$ cat config.mk
export PLATFORM = sky130hd
export DESIGN_NAME = ring_ctr_monitor
export DESIGN_NICKNAME = d
export VERILOG_FILES = /design/src/rtl/ring_ctr_monitor.sv
export SDC_FILE = /design/constraint.sdc
export NUM_CORES = 1
export LEC_CHECK = 0
export CELL_PAD_IN_SITES_DETAIL_PLACEMENT = 1
export CELL_PAD_IN_SITES_GLOBAL_PLACEMENT = 1
export CORE_MARGIN = 4
export CORE_UTILIZATION = 37
export DETAILED_ROUTE_END_ITERATION = 7
export PLACE_DENSITY = 0.86
export SLEW_MARGIN = 15
export SYNTH_ARGS = -nofsm -noshare
export SYNTH_HDL_FRONTEND = slang
export SYNTH_SLANG_ARGS = --single-unit
export TNS_END_PERCENT = 10
$ cat constraint.sdc
create_clock -name clk -period 2.42 [get_ports clk]
set_input_delay 0.242 -clock clk [delete_from_list [all_inputs] [get_ports clk]]
set_output_delay 0.242 -clock clk [all_outputs]
set_load 0.01 [all_outputs]
$ cat src/rtl/ring_ctr_monitor.sv
// Checker for a one-hot ring counter: locks onto a clean rotation sequence,
// counts revolutions and flags loss of lock as a counted, sticky fault.
module ring_ctr_monitor #(
    parameter int unsigned WIDTH    = 4,
    parameter int unsigned SYNC_LEN = 2,
    parameter int unsigned REV_W    = 8,
    parameter int unsigned ERR_W    = 4
) (
    input  logic                     clk,
    input  logic                     rst,
    input  logic                     en,
    input  logic [WIDTH-1:0]         ring_in,
    input  logic                     clr_err,
    output logic                     locked,
    output logic                     fault,
    output logic                     err_sticky,
    output logic [ERR_W-1:0]         err_cnt,
    output logic [REV_W-1:0]         rev_cnt,
    output logic                     rev_pulse,
    output logic [$clog2(WIDTH)-1:0] phase_idx
);

    localparam int unsigned IDX_W  = $clog2(WIDTH);
    localparam int unsigned SYNC_W = (SYNC_LEN > 1) ? $clog2(SYNC_LEN) : 1;
    localparam logic [SYNC_W-1:0] SYNC_LAST = SYNC_W'(SYNC_LEN - 1);
    localparam logic [ERR_W-1:0]  ERR_MAX   = {ERR_W{1'b1}};

    typedef enum logic [1:0] {
        IDLE  = 2'd0,
        SYNC  = 2'd1,
        LOCK  = 2'd2,
        FAULT = 2'd3
    } state_t;

    state_t            state_q, state_d;
    logic [WIDTH-1:0]  prev_q, prev_d;
    logic [SYNC_W-1:0] sync_q, sync_d;
    logic [REV_W-1:0]  rev_d;
    logic [ERR_W-1:0]  err_d;
    logic              sticky_d;
    logic [IDX_W-1:0]  phase_d;
    logic              fault_d;
    logic              pulse_d;

    logic [WIDTH-1:0]  rot_c;
    logic              match_c;
    logic              onehot_c;
    logic [IDX_W-1:0]  idx_c;

    function automatic logic is_onehot(input logic [WIDTH-1:0] v);
        int unsigned n;
        n = 0;
        for (int unsigned i = 0; i < WIDTH; i++) begin
            if (v[i]) n++;
        end
        return (n == 1);
    endfunction

    function automatic logic [IDX_W-1:0] bit_index(input logic [WIDTH-1:0] v);
        logic [IDX_W-1:0] idx;
        idx = '0;
        for (int unsigned i = 0; i < WIDTH; i++) begin
            if (v[i]) idx = IDX_W'(i);
        end
        return idx;
    endfunction

    // Sample classification against the expected left rotation of the last sample
    always_comb begin
        rot_c    = {prev_q[WIDTH-2:0], prev_q[WIDTH-1]};
        match_c  = (ring_in == rot_c);
        onehot_c = is_onehot(ring_in);
        idx_c    = bit_index(ring_in);
    end

    // Next-state, counters and pulse outputs
    always_comb begin
        state_d  = state_q;
        prev_d   = prev_q;
        sync_d   = sync_q;
        rev_d    = rev_cnt;
        err_d    = err_cnt;
        sticky_d = err_sticky;
        phase_d  = phase_idx;
        fault_d  = 1'b0;
        pulse_d  = 1'b0;

        if (en) prev_d = ring_in;

        case (state_q)
            IDLE: begin
                if (en && onehot_c) begin
                    state_d = SYNC;
                    sync_d  = '0;
                end
            end
            SYNC: begin
                if (en) begin
                    if (match_c) begin
                        if (sync_q == SYNC_LAST) begin
                            state_d = LOCK;
                            phase_d = idx_c;
                        end else begin
                            sync_d = sync_q + SYNC_W'(1);
                        end
                    end else if (onehot_c) begin
                        sync_d = '0;
                    end else begin
                        state_d = IDLE;
                    end
                end
            end
            LOCK: begin
                if (en) begin
                    if (match_c) begin
                        phase_d = idx_c;
                        if (ring_in[0]) begin
                            pulse_d = 1'b1;
                            rev_d   = rev_cnt + REV_W'(1);
                        end
                    end else begin
                        state_d = FAULT;
                        fault_d = 1'b1;
                    end
                end
            end
            FAULT: begin
                // Single recovery cycle, taken whether or not en is asserted
                state_d = onehot_c ? SYNC : IDLE;
                sync_d  = '0;
            end
            default: state_d = IDLE;
        endcase

        // A fault on the same edge as a clear leaves a count of one
        if (clr_err) begin
            err_d    = '0;
            sticky_d = 1'b0;
        end
        if (fault_d) begin
            sticky_d = 1'b1;
            if (err_d != ERR_MAX) err_d = err_d + ERR_W'(1);
        end
    end

    always_ff @(posedge clk) begin
        if (rst) begin
            state_q    <= IDLE;
            prev_q     <= '0;
            sync_q     <= '0;
            rev_cnt    <= '0;
            err_cnt    <= '0;
            err_sticky <= 1'b0;
            phase_idx  <= '0;
            fault      <= 1'b0;
            rev_pulse  <= 1'b0;
            locked     <= 1'b0;
        end else begin
            state_q    <= state_d;
            prev_q     <= prev_d;
            sync_q     <= sync_d;
            rev_cnt    <= rev_d;
            err_cnt    <= err_d;
            err_sticky <= sticky_d;
            phase_idx  <= phase_d;
            fault      <= fault_d;
            rev_pulse  <= pulse_d;
            locked     <= (state_d == LOCK);
        end
    end

endmodule

==> results.md <==
* Grt ovf at 0
* Vias in the first global route at roughly 1200
* Max Cap Violations at 0
* Hold crit path type: flop to flop
* Post-CTS resize count at 0
* Power Total at approximately 720 uW
* Hold Buf Count CTS at 0
* Worst path slowest cell: clkdlybuf4s50_1
* Clock buffer depth at 2
* Top FF cell, synth: dfxtp_1
* Worst-path fanout max at 3
* H-Tree Depth at 1
* Num ports at 26
* Setup Fix Bufs, Post-CTS at 0
* P&R area growth vs syn at 26.6%
* CP Cell Sequence: clkdlybuf4s50_1, inv_1, ha_1, xor2_1, ha_1, and3_2, o211ai_1, a221oi_1, or3b_1, a21oi_1
* Final Setup Violations at 0
* Tcrit/Tclk final at roughly 90%
* Fmax at approximately 460 MHz
* Top cells by area, synth: dfxtp_1 39%, nor2_1 6.1%, ha_1 4.8%
* Fin nets at 194
* Final number of hold-violating endpoints at 0
* Largest net degree at the start of global routing at 16
* Leak pwr at roughly 0.00062 uW
* CP Data Arrival Time at ~2.5 ns
* Initial DRC count at 27
* Top cell by count, worst path: ha_1
* # diodes at 0
* Routed Antenna Nets at 0
* Status: complete, no violations
* Mux share of post-synthesis cell area at around 4.6%
* Yosys warns at 0
* Largest family of logic cells by synthesized area: simple AND/OR/NAND/NOR gates
* WP buf/inv at 2
* Number of detailed-route iterations in the first pass at 4
* Die area at 4510 sq um
* Startpoint Class: input port
* Max Slew Vio Count at 0
* Setup crit end kind: flop
* Final core occ at about half
* Setup slack after layout at between 0.2 and 0.25 ns
* Port buffer count at 25
* Drt wl/cell at between 10 and 15 um
* Layout Skew at between 0.01 and 0.015 ns
* Post-synth top area share at 38.6%
* Syn Inst Count at between 150 and 200
* Worst-margin pin slew at between 0.4 and 0.5 ns
* Final WL at approximately 3200 um
* Adder-cell share of the synthesized area at approximately 4.8%
* First-pass GRT wire length at 5440 um
* Worst rel slew slack at between 60 and 70%
* Post-place setup slack at -0.124 ns
* Compound-Gate Fraction of Synth Area at about 12%
* Asr flop ratio synth at 0%
* Initial antenna violation count at 0
* Mapped Area at 1300 sq um
* FP Rows at 21
* Top Family by Delay on Critical Path: simple AND/OR/NAND/NOR gates
* Die width at 67.2 um
* Peak supply drop at between 0.0003 and 0.0004 V
* RSZ-0062 raised after global routing: false
* DR vias at 1171
* EDFF count, synth at 0
* Avg Cell Area, Syn at between 8 and 9 sq um
* CTS tree: yes
* Seq cells post-synth at 25
* Distinct cells, synth at 35
* Sequential area share after synthesis at about two fifths
* Crit-path max cell delay at between 0.4 and 0.5 ns
* CTS Root Cell: clkbuf_4
* Dpl cell area at roughly 1600 sq um
* Total GRT Usage at between 15 and 20%
* Fin crit period at around 2.2 ns
* PwrDens at 436 nW/um^2
* WHS at between 0.4 and 0.5 ns
* GP Congestion at between 0.8 and 0.9
* Worst EP required at about 2.7 ns
* Core area at between 3000 and 4000 sq um
* Critical path class: input port to flop
* Post-synthesis simple-gate area fraction at between 20% and 30%
* Share of cells above drive strength 1 at 10.0%
* Vias per cell at 5.18
* Worst-skew pair later-pin latency at 0.33 ns
* Fin area at between 1500 and 2000 sq um
* Most frequent cells in the layout: 25 x dfxtp_1, 25 x clkdlybuf4s50_1, 21 x nor2_1
* Clock-pin slew on the worst setup and hold paths at 0.15 ns
* Starting density of the core at between 30 and 40%
* CTS Buf Count at 3
* Detailed-placement wirelength estimate at 2590 um
* Area leader, netlist: dfxtp_1
* Total clock sinks at 25
* Die extent in y at ~67 um
* Synth Area in XOR/XNOR at 8.11%
* Drt drc at 0
* Synth Net Count at 164
path summary, 6_finish.rpt:
kind | startpoint | endpoint | slack, ns | cells past startpoint
worst max-delay path | ring_in[0] | sync_q$_SDFFE_PP0P_ | 0.23 | 10
worst min-delay path | err_sticky$_SDFFE_PP0P_ | err_sticky$_SDFFE_PP0P_ | 0.49 | 2
worst min register to register | err_sticky$_SDFFE_PP0P_ | err_sticky$_SDFFE_PP0P_ | 0.49 | 2
worst max register to register | state_q[1]$_SDFF_PP0_ | err_cnt[1]$_SDFF_PP0_ | 0.66 | 5
cells by family after synthesis:
group,after synthesis
AND/OR/NAND/NOR,67
flip-flops,25
AO/OA/AOI/OAI,24
XOR/XNOR,12
buffers and inverters,12
multiplexers,6
adder cells (fa/ha/maj),5
sequential cells by signal, summed over array words and instances (netlist names):
signal,count
state_q,2
prev_q,4
phase_idx,2
err_cnt,4
fault,1
err_sticky,1
rev_pulse,1
sync_q,1
rev_cnt,8
locked,1
routing by layer:
| metal | track usage (%) | share of wire, % | routed length, um |
|---|---|---|---|
| met4 | 1.52 | 0.31 | 10 |
| met1 | 17.4 | 42 | 1340 |
| met3 | 4.16 | 3.8 | 122 |
| met5 | 0 | 0 | 0 |
| met2 | 30.6 | 54 | 1750 |
per-stage QoR:
stage / setup TNS (ns) / std cells
finish: 0 / 226
global route: 0 / 226
CTS: 0 / 226
detailed placement: -0.269 / 222
global placement: -0.0384 / 222
floorplan: 0 / 151
layout make-up:
type / instances / area, sq um
clock buffers: 3 / 22.5
flip-flops and latches: 25 / 500
clock inverters: 1 / 7.51
multi-input cells: 114 / 728
inverters: 4 / 15.0
repair buffers: 33 / 310
well taps: 46 / 57.6
fillers: 441 / 1720
tightest hold or removal path, stage by stage, from the launching register on:
cell,delay [ns]
dfxtp_1,0.34
nand2b_1,0.06
a21oi_1,0.06
cell usage after synthesis (all sizes together), types with 2 or more instances:
cell and count:
clkbuf 5, dfxtp 25, nand2b 3, nor3 9
a211oi 2, o21ai 3, nor2 21, o211ai 2
a21o 3, nor2b 6, a21oi 9, nand2 6
xnor2 7, mux2i 6, ha 5, inv 4
nand4 3, xor2 5, buf 3, nand3 9
nor4 2
power by group:
group,leakage [uW],internal [uW],total [uW],switching (uW)
Combinational,0.000404,46.6,98.9,52.3
Sequential,0.000202,417,422,4.43
Clock,0.0000139,63.3,195,132
(Power assumes the default switching activity.)
